===== config.mk =====
export PLATFORM = sky130hd
export DESIGN_NAME = btn_event_reader_flat
export DESIGN_NICKNAME = d
export VERILOG_FILES = /design/src/rtl/btn_event_if.sv /design/src/rtl/btn_event_reader.sv /design/src/flat_wrapper.sv
export SDC_FILE = /design/constraint.sdc
export NUM_CORES = 1
export LEC_CHECK = 0
export BUFFER_PORTS_ARGS = -buffer_cell sky130_fd_sc_hd__buf_2
export CAP_MARGIN = 20
export CORE_ASPECT_RATIO = 2
export CORE_MARGIN = 4
export CORE_UTILIZATION = 55
export DETAILED_ROUTE_END_ITERATION = 12
export PLACE_DENSITY = 0.74
export SYNTH_ARGS = -nofsm -noshare
export SYNTH_HDL_FRONTEND = slang
export SYNTH_SLANG_ARGS = --single-unit

===== constraint.sdc =====
create_clock -name clk -period 15.55 [get_ports clk]
set_input_delay 0.7775 -clock clk [delete_from_list [all_inputs] [get_ports clk]]
set_output_delay 0.7775 -clock clk [all_outputs]
set_load 0.05 [all_outputs]

===== src/rtl/btn_event_if.sv =====
// Event handshake between the button reader (master) and its consumer (slave).
interface btn_event_if #(
    parameter int N = 16
);
    localparam int IW = (N > 1) ? $clog2(N) : 1;

    logic          ev_valid;
    logic          ev_ready;
    logic          ev_press;
    logic [IW-1:0] ev_index;

    modport master (output ev_valid, ev_press, ev_index, input ev_ready);
    modport slave  (input ev_valid, ev_press, ev_index, output ev_ready);
endinterface


===== src/rtl/btn_event_reader.sv =====
// Synchronises and debounces N button lines on a slow tick and queues each accepted
// press/release as an {press, index} event behind a valid/ready handshake.
module btn_event_reader #(
    parameter int N            = 16,
    parameter int TICK_CYCLES  = 5000000,
    parameter int STABLE_TICKS = 3,
    parameter int FIFO_DEPTH   = 4
) (
    input  logic         clk,
    input  logic         rst,
    input  logic [N-1:0] btn_raw,
    output logic [N-1:0] btn_state,
    output logic         overflow,
    input  logic         ovf_clr,
    btn_event_if.master  ev
);
    localparam int IW = (N > 1) ? $clog2(N) : 1;
    localparam int CW = $clog2(TICK_CYCLES);
    localparam int AW = $clog2(FIFO_DEPTH);

    logic [N-1:0]            sync1, sync2;
    logic [CW-1:0]           tick_cnt;
    logic                    tick;
    logic [STABLE_TICKS-1:0] hist      [N];
    logic [STABLE_TICKS-1:0] hist_next [N];
    logic [N-1:0]            edge_v, edge_kind;
    logic [N-1:0]            pend_v, pend_kind;
    logic [N-1:0]            grant, loss;
    logic [IW-1:0]           grant_idx;
    logic                    push, pop, can_push, fifo_valid;
    logic [IW:0]             mem [FIFO_DEPTH];
    logic [AW-1:0]           wr_ptr, rd_ptr;
    logic [AW:0]             count;

    assign tick       = (tick_cnt == CW'(TICK_CYCLES - 1));
    assign fifo_valid = (count != '0);
    assign pop        = fifo_valid & ev.ev_ready;
    assign can_push   = (count != (AW+1)'(FIFO_DEPTH)) || pop;

    assign ev.ev_valid = fifo_valid;
    assign ev.ev_press = mem[rd_ptr][IW];
    assign ev.ev_index = mem[rd_ptr][IW-1:0];

    // Newest sample enters at bit 0; the size cast drops the oldest one.
    always_comb begin
        for (int i = 0; i < N; i++) begin
            hist_next[i] = STABLE_TICKS'({hist[i], sync2[i]});
        end
    end

    always_comb begin
        grant     = '0;
        grant_idx = '0;
        push      = 1'b0;
        for (int i = 0; i < N; i++) begin
            if (pend_v[i] && !push && can_push) begin
                push      = 1'b1;
                grant_idx = IW'(i);
                grant[i]  = 1'b1;
            end
        end
        loss = edge_v & pend_v & ~grant;
    end

    always_ff @(posedge clk or posedge rst) begin
        if (rst) begin
            sync1     <= '0;
            sync2     <= '0;
            tick_cnt  <= '0;
            btn_state <= '0;
            edge_v    <= '0;
            edge_kind <= '0;
            for (int i = 0; i < N; i++) begin
                hist[i] <= '0;
            end
        end else begin
            sync1    <= btn_raw;
            sync2    <= sync1;
            tick_cnt <= tick ? '0 : tick_cnt + 1'b1;
            edge_v   <= '0;
            if (tick) begin
                for (int i = 0; i < N; i++) begin
                    hist[i] <= hist_next[i];
                    if ((hist_next[i] == '0 || &hist_next[i]) && hist_next[i][0] != btn_state[i]) begin
                        btn_state[i] <= hist_next[i][0];
                        edge_v[i]    <= 1'b1;
                        edge_kind[i] <= hist_next[i][0];
                    end
                end
            end
        end
    end

    // A fresh edge replaces the slot even when it is granted, since the old kind leaves this cycle.
    always_ff @(posedge clk or posedge rst) begin
        if (rst) begin
            pend_v    <= '0;
            pend_kind <= '0;
            overflow  <= 1'b0;
        end else begin
            for (int i = 0; i < N; i++) begin
                if (edge_v[i]) begin
                    pend_v[i]    <= 1'b1;
                    pend_kind[i] <= edge_kind[i];
                end else if (grant[i]) begin
                    pend_v[i] <= 1'b0;
                end
            end
            if (|loss) begin
                overflow <= 1'b1;
            end else if (ovf_clr) begin
                overflow <= 1'b0;
            end
        end
    end

    always_ff @(posedge clk or posedge rst) begin
        if (rst) begin
            wr_ptr <= '0;
            rd_ptr <= '0;
            count  <= '0;
            for (int i = 0; i < FIFO_DEPTH; i++) begin
                mem[i] <= '0;
            end
        end else begin
            if (push) begin
                mem[wr_ptr] <= {pend_kind[grant_idx], grant_idx};
                wr_ptr      <= wr_ptr + 1'b1;
            end
            if (pop) begin
                rd_ptr <= rd_ptr + 1'b1;
            end
            case ({push, pop})
                2'b10:   count <= count + 1'b1;
                2'b01:   count <= count - 1'b1;
                default: count <= count;
            endcase
        end
    end
endmodule


===== src/flat_wrapper.sv =====
// flat-port wrapper written by rule: the top's interface ports become plain ports
module btn_event_reader_flat 
#(
    parameter int N            = 16,
    parameter int TICK_CYCLES  = 5000000,
    parameter int STABLE_TICKS = 3,
    parameter int FIFO_DEPTH   = 4
)
  (clk, rst, btn_raw, btn_state, overflow, ovf_clr, ev_ev_valid, ev_ev_press, ev_ev_index, ev_ev_ready);
  btn_event_if #(.N(N)) ev_i ();
  input  logic clk;
  input  logic rst;
  input  logic [N-1:0] btn_raw;
  output logic [N-1:0] btn_state;
  output logic overflow;
  input  logic ovf_clr;
  output wire logic [$bits(ev_i.ev_valid)-1:0] ev_ev_valid;
  output wire logic [$bits(ev_i.ev_press)-1:0] ev_ev_press;
  output wire logic [$bits(ev_i.ev_index)-1:0] ev_ev_index;
  input wire logic [$bits(ev_i.ev_ready)-1:0] ev_ev_ready;
  assign ev_ev_valid = ev_i.ev_valid;
  assign ev_ev_press = ev_i.ev_press;
  assign ev_ev_index = ev_i.ev_index;
  assign ev_i.ev_ready = ev_ev_ready;
  btn_event_reader #(.N(N), .TICK_CYCLES(TICK_CYCLES), .STABLE_TICKS(STABLE_TICKS), .FIFO_DEPTH(FIFO_DEPTH)) u_core (.clk(clk), .rst(rst), .btn_raw(btn_raw), .btn_state(btn_state), .overflow(overflow), .ovf_clr(ovf_clr), .ev(ev_i));
endmodule

# Word level (Yosys, flattened, before mapping)
# Cells that the tools add are included.
word_totals:
  register_bits: 179
  latchBits: 0
  ram_bits: 0
  mem_bits_ro: 0
  in_bits: 20
  out_inout_bits: 23
  word_cells: 366
  mem_count: 0
classes:
  addsub: 5
  mul: 0
  div: 0
  n_lt_le_gt_ge: 4
  n_eq_ne: 20
  shifts: 0
  mux: 107
  n_bitwise: 6
  reduce_logical: 148
op_table:
  columns: ["op", "count"]
  rows:
  - ["1-bit two-way mux", 83]
  - ["1-bit logical AND", 48]
  - ["3-bit logical NOT", 16]
  - ["3-bit AND reduction", 16]
  - ["2-bit nonzero test", 18]
  - ["16-bit AND", 2]
  - ["4-bit two-way mux", 8]
  - ["2-bit AND reduction", 16]
  - ["23-bit by 1-bit adder with 23-bit output (second input constant)", 1]
  - ["23-bit == test (second input constant)", 1]
  - ["23-bit two-way mux", 1]
  - ["20-bit bitwise mux", 1]
  - ["1-bit logical OR", 17]
  - ["16-bit two-way mux", 1]
  - ["1-bit inequality test", 16]
  - ["16-bit NOT", 1]
  - ["16-bit OR reduction", 1]
  - ["1-bit logical NOT", 15]
  - ["5-bit two-way mux", 3]
  - ["3-bit two-way mux", 4]
  - ["5-bit binary-select mux with 2-bit select", 1]
  - ["5-bit demux with 2-bit select", 1]
  - ["3-bit >= comparator (second input constant)", 2]
  - ["2-bit NOT with 3-bit output", 2]
  - ["other kinds (13)", 15]

# Longest topological paths before layout
logic_depth:
  word_depth: 69
  depth_mapped: 12
  depth_no_buf: 11

# Least setup slack after synthesis
# No wires, ideal clock.
synth_path:
  path_type: "input port to flip-flop"
  startpoint: "input port ev_ev_ready"
  endpoint: "register u_core.mem[14] in the netlist's numbering"
  arrival_ns: 2.790
  required_ns: 15.425
  setup_slack_ns: 12.636
  stages: 10
  path_buffers: 2
  path_cell_list: "nor4b_1 > or3_1 > buf_6 > nor4_1 > o21ba_1 > buf_6 > mux2_2 > o22ai_1 > o21bai_2 > mux2_2"
synth_between:
  elab_chain_cells: 67
  elab_cells_between_ends: 82
  cone_classes: "34 x mux; 1 x bitwise; 47 x reduce/logical"
synth_rtl:
  columns: ["element", "line_no", "text"]
  rows:
  - ["start, declared", "flat_wrapper.sv:20", "input wire logic [$bits(ev_i.ev_ready)-1:0] ev_ev_ready;"]
  - ["1-bit AND (*)", "btn_event_reader.sv:37", "assign pop = fifo_valid & ev.ev_ready;"]
  - ["1-bit logical OR (*)", "btn_event_reader.sv:38", "assign can_push = (count != (AW+1)'(FIFO_DEPTH)) || pop;"]
  - ["1-bit logical AND", "btn_event_reader.sv:56", "if (pend_v[i] && !push && can_push) begin"]
  - ["1-bit two-way mux", "btn_event_reader.sv:56", null]
  - ["1-bit logical NOT", "btn_event_reader.sv:56", null]
  - ["1-bit logical AND (2 in a row)", "btn_event_reader.sv:56", null]
  - ["1-bit two-way mux", "btn_event_reader.sv:56", null]
  - ["1-bit logical NOT", "btn_event_reader.sv:56", null]
  - ["(+48 left out)", null, null]
  - ["1-bit logical AND (2 in a row)", "btn_event_reader.sv:56", null]
  - ["1-bit two-way mux", "btn_event_reader.sv:56", null]
  - ["1-bit logical NOT", "btn_event_reader.sv:56", null]
  - ["1-bit logical AND (2 in a row)", "btn_event_reader.sv:56", null]
  - ["4-bit two-way mux", "btn_event_reader.sv:56", null]
  - ["1-bit binary-select mux with 4-bit select", "btn_event_reader.sv:127", "mem[wr_ptr] <= {pend_kind[grant_idx], grant_idx};"]
  - ["1-bit two-way mux (not written as such)", "btn_event_reader.sv:127", null]
  - ["20-bit bitwise mux", "btn_event_reader.sv:127", null]
  - ["end signal, assigned by index", "btn_event_reader.sv:127", null]
  - ["end, declared", "btn_event_reader.sv:31", "logic [IW:0] mem [FIFO_DEPTH];"]
# Every way passes the cells marked *; elsewhere a longest branch is shown, timed or not. The select of a mux whose other input is x is not followed.
# A chain may end at the register's enable or synchronous reset.

# Worst setup path in the final report
layout_path:
  startpoint: "register u_core.pend_v[0]"
  endpoint: "register u_core.mem[9] in the netlist's numbering"
layout_between:
  elab_chain_cells: 65
  elab_cells_between_ends: 80
  cone_classes: "34 x mux; 46 x reduce/logical"
layout_rtl:
  columns: ["element", "line_no", "text"]
  rows:
  - ["start, declared", "btn_event_reader.sv:27", "logic [N-1:0] pend_v, pend_kind;"]
  - ["start signal, assigned", "btn_event_reader.sv:97", "pend_v <= '0;"]
  - ["start signal, assigned by index", "btn_event_reader.sv:103", "pend_v[i] <= 1'b1;"]
  - ["start signal, assigned by index", "btn_event_reader.sv:106", "pend_v[i] <= 1'b0;"]
  - ["1-bit logical AND (*)", "btn_event_reader.sv:56", null]
  - ["1-bit two-way mux (*)", "btn_event_reader.sv:56", null]
  - ["1-bit logical NOT", "btn_event_reader.sv:56", null]
  - ["1-bit logical AND (2 in a row)", "btn_event_reader.sv:56", null]
  - ["1-bit two-way mux", "btn_event_reader.sv:56", null]
  - ["1-bit logical NOT", "btn_event_reader.sv:56", null]
  - ["1-bit logical AND (2 in a row)", "btn_event_reader.sv:56", null]
  - ["1-bit two-way mux", "btn_event_reader.sv:56", null]
  - ["(+45 left out)", null, null]
  - ["1-bit logical AND (2 in a row)", "btn_event_reader.sv:56", null]
  - ["1-bit two-way mux", "btn_event_reader.sv:56", null]
  - ["1-bit logical NOT", "btn_event_reader.sv:56", null]
  - ["1-bit logical AND (2 in a row)", "btn_event_reader.sv:56", null]
  - ["4-bit two-way mux", "btn_event_reader.sv:56", null]
  - ["1-bit binary-select mux with 4-bit select", "btn_event_reader.sv:127", null]
  - ["1-bit two-way mux (not written as such)", "btn_event_reader.sv:127", null]
  - ["20-bit bitwise mux", "btn_event_reader.sv:127", null]
# Marked as above.

==> impl_metrics.ini <==
[route]
finalWirelength_um = 14870
drt_iter0_markers = 268
dr.pass1.iters = 4
number_of_vias_in_the_routed_layout = 4954
avgRoutedWirePerCell_um = 17.29
via_per_inst = 5.760
drc = 0
route.antenna.remaining_nets = 0

[flow_run]
maxcap_viol_count = 0

[yosys]
synth_compound_area_share_pct = 6.639
yosys.area_share.simple_pct = 18.84
ys_ff_latch = 179
synth-edff-count = 0
synthesis.yosys.warnings = 0
post_synth_mux_area_share_pct = 8.198
yosys.cell_types.count = 60
synth.avg_cell_area_um2 = 11.63
net_count_after_synthesis = 669
synthesis.instances = 642
synth_seq_area_share_pct = 60.02
synth-adder-area-share_pct = 1.274
syn_area_um2 = 7463
combinational_family_with_the_most_area_after_synthesis = simple AND/OR/NAND/NOR gates
synth_ff_type = dfrtp_1
async_set_reset_flop_share_out_of_synthesis_pct = 100.0
yosys.area_share.xor_xnor_pct = 2.934

[worst_setup_path]
worst_setup_path_start_kind = flop
worstSetupPathType = flop to flop
r2r-end = u_core.mem[9]
cp_data_arrival_time_ps = 3460
r2r_start = u_core.pend_v[0]
path_max_fanout = 10
r2r_setup_slack_ps = 12450
worstSetupEndpointType = flop
r2r_cells = 8
critical_path_required_ps = 15910

[global_route]
grt_antenna_before_repair = 0
global_route_congestion_overflow_total = 0
grt_pass1_wl_um = 25970
grt_use_total_pct = 20.67
grt_start_max_net_pins = 92
first_global_vias = 5339

[sta]
peak_clock_frequency_supported_by_timing_ghz = 0.3226
final-max-slew-violation-count = 0
slew_at_the_pin_closest_to_its_max_slew_limit_ps = 792.6
timing.final.crit_period_ps = 3100
maxSlewHeadroom_pct = 47.16
setup_viol = 0
unrepaired_setup_endpoints_after_global_routing = false
timing.setup.tns_ps = 0
hold_violations = 0
finalHoldWorstSlack_ps = 349.5
finClkSkew_ps = 10.84
finalCritPeriodShare_pct = 19.93

[finish]
final_area_um2 = 8441
area_growth_pct = 13.09
antenna_cells = 0
nets = 719
drive_gt1_share_pct = 23.12

[clock_tree]
cts.clk_slew.worst_paths_ps = 70
numClockSinks = 179
root_buffer = clkbuf_16
htree_levels = 4
clk_path_buf_depth = 2
worst_skew_pair.late_latency_ps = 420
cts_buf_count = 17
cts_resized = 0
cts.repair_timing.setup_buffer_count = 0
holdBufCountCts = 0
tritoncts = built

[floorplan]
core_area_um2 = 13360
die_width_um = 90.37
io_pins = 43
chipHeight_um = 172.7
floorplan.rows = 60
initial_utilization_pct = 55.85
die_area_um2 = 15610

[hold_path]
whs_endpoint = u_core.sync2[13]
hp-start = u_core.sync1[13]
worstHoldPathType = flop to flop
hold-path-cell-count = 0

[placed_design]
io_buffers = 42
detailed_place_hpwl_um = 10610
place_area_um2 = 7826
gp_weighted_congestion = 0.9714

[pwr]
vdd_drop_max_v = 0.00008809
power_per_cell_area_nw_per_um2 = 130.3
power.leakage_nw = 4.209

[outcome]
outcome = completed
==> sequential cells by signal, indices dropped and copies added (netlist names), 16 cells and up <==
signal	cells
u_core.hist	32
u_core.tick_cnt	23
u_core.mem	20
u_core.edge_v	16
u_core.pend_kind	16
u_core.pend_v	16
u_core.sync1	16
u_core.sync2	16
==> cell usage after synthesis (all sizes together) (5+ instances only) <==
library cell	n	area share, %
nand4	5	0.42
xnor2	13	1.5
nand4b	17	2.0
nor3	6	0.40
inv	16	0.80
mux2	39	5.9
or4	5	0.59
clkbuf	13	0.79
a21o	10	1.0
nor4	5	0.42
nand2	144	7.3
ha	6	1.0
mux2i	6	0.80
o21ai	28	1.9
dfrtp	179	60
or4b	17	2.3
or3	9	0.89
nand3	14	0.94
nor2	23	1.2
xor2	12	1.4
mux4	5	1.5
a21oi	20	1.3
and3	6	0.50
==> cell type report <==
cell class,instances,area [um^2]
Timing Repair Buffer,48,267.8
Fill cell,1068,4922
Tap cell,155,193.9
Clock inverter,15,168.9
Clock buffer,17,425.4
Multi-Input combinational cell,430,2840
Inverter,16,65.06
Sequential cell,179,4479
==> how the worst max path moves through the flow <==
stage	startpoint	to	depth (start not counted)
floorplan	rst	u_core.btn_state[0]	1
global placement	ev_ev_ready	u_core.mem[19]	10
detailed placement	ev_ev_ready	u_core.mem[9]	10
CTS	u_core.pend_v[8]	u_core.count[2]	11
global route	u_core.pend_v[8]	u_core.count[2]	11
finish	u_core.pend_v[0]	u_core.mem[9]	8
==> cell usage in the layout, fill, tap and decap left out, drive strengths merged, types with 7 or more instances in the layout <==
cell,instances
a21o,10
a21oi,20
buf,48
clkbuf,17
clkinv,7
dfrtp,179
inv,22
mux2,39
nand2,144
nand3,14
nand4b,17
nor2,23
o21ai,28
or3,9
or4b,17
xnor2,13
xor2,12
==> where the power goes <==
group	internal, mW	switching (mW)	leakage, nW	total (mW)
Sequential	0.503	0.0311	2.37	0.534
Combinational	0.0570	0.0934	1.56	0.150
Clock	0.216	0.199	0.283	0.415
Total	0.776	0.324	4.21	1.10
==> cells by family after synthesis <==
group | count (synthesis)
buf+inv | 33
flops | 179
mux | 50
fa+ha+maj | 7
compound gates | 78
simple gates | 270
xor+xnor | 25
==> critical path, stage by stage, from the launching register on <==
cell and delay, ps:
dfrtp_1 460, or4_4 580, or3_4 360, o32a_1 340
o21ba_1 300, or3_4 430, a221oi_2 220, o21bai_2 170
mux2_2 180
==> routing by layer <==
layer  track usage (%)  share of wire, %
met1             22.88                37
met3             3.396               2.4
met5                 0                 0
met4             9.079               2.8
met2             38.43                58
==> per-stage QoR <==
stage,setup WS [ps],power (mW),cells,utilization (%)
5_1_grt,12150,1.151,860,63.16
3_3_place_gp,12350,0.6859,827,58.57
3_5_place_dp,12310,0.6965,827,58.57
4_1_cts,12450,1.111,859,63.02
6_report,12450,1.100,860,63.16
2_1_floorplan,9914,0.6594,642,-
Power figures use the tool's default switching activity.
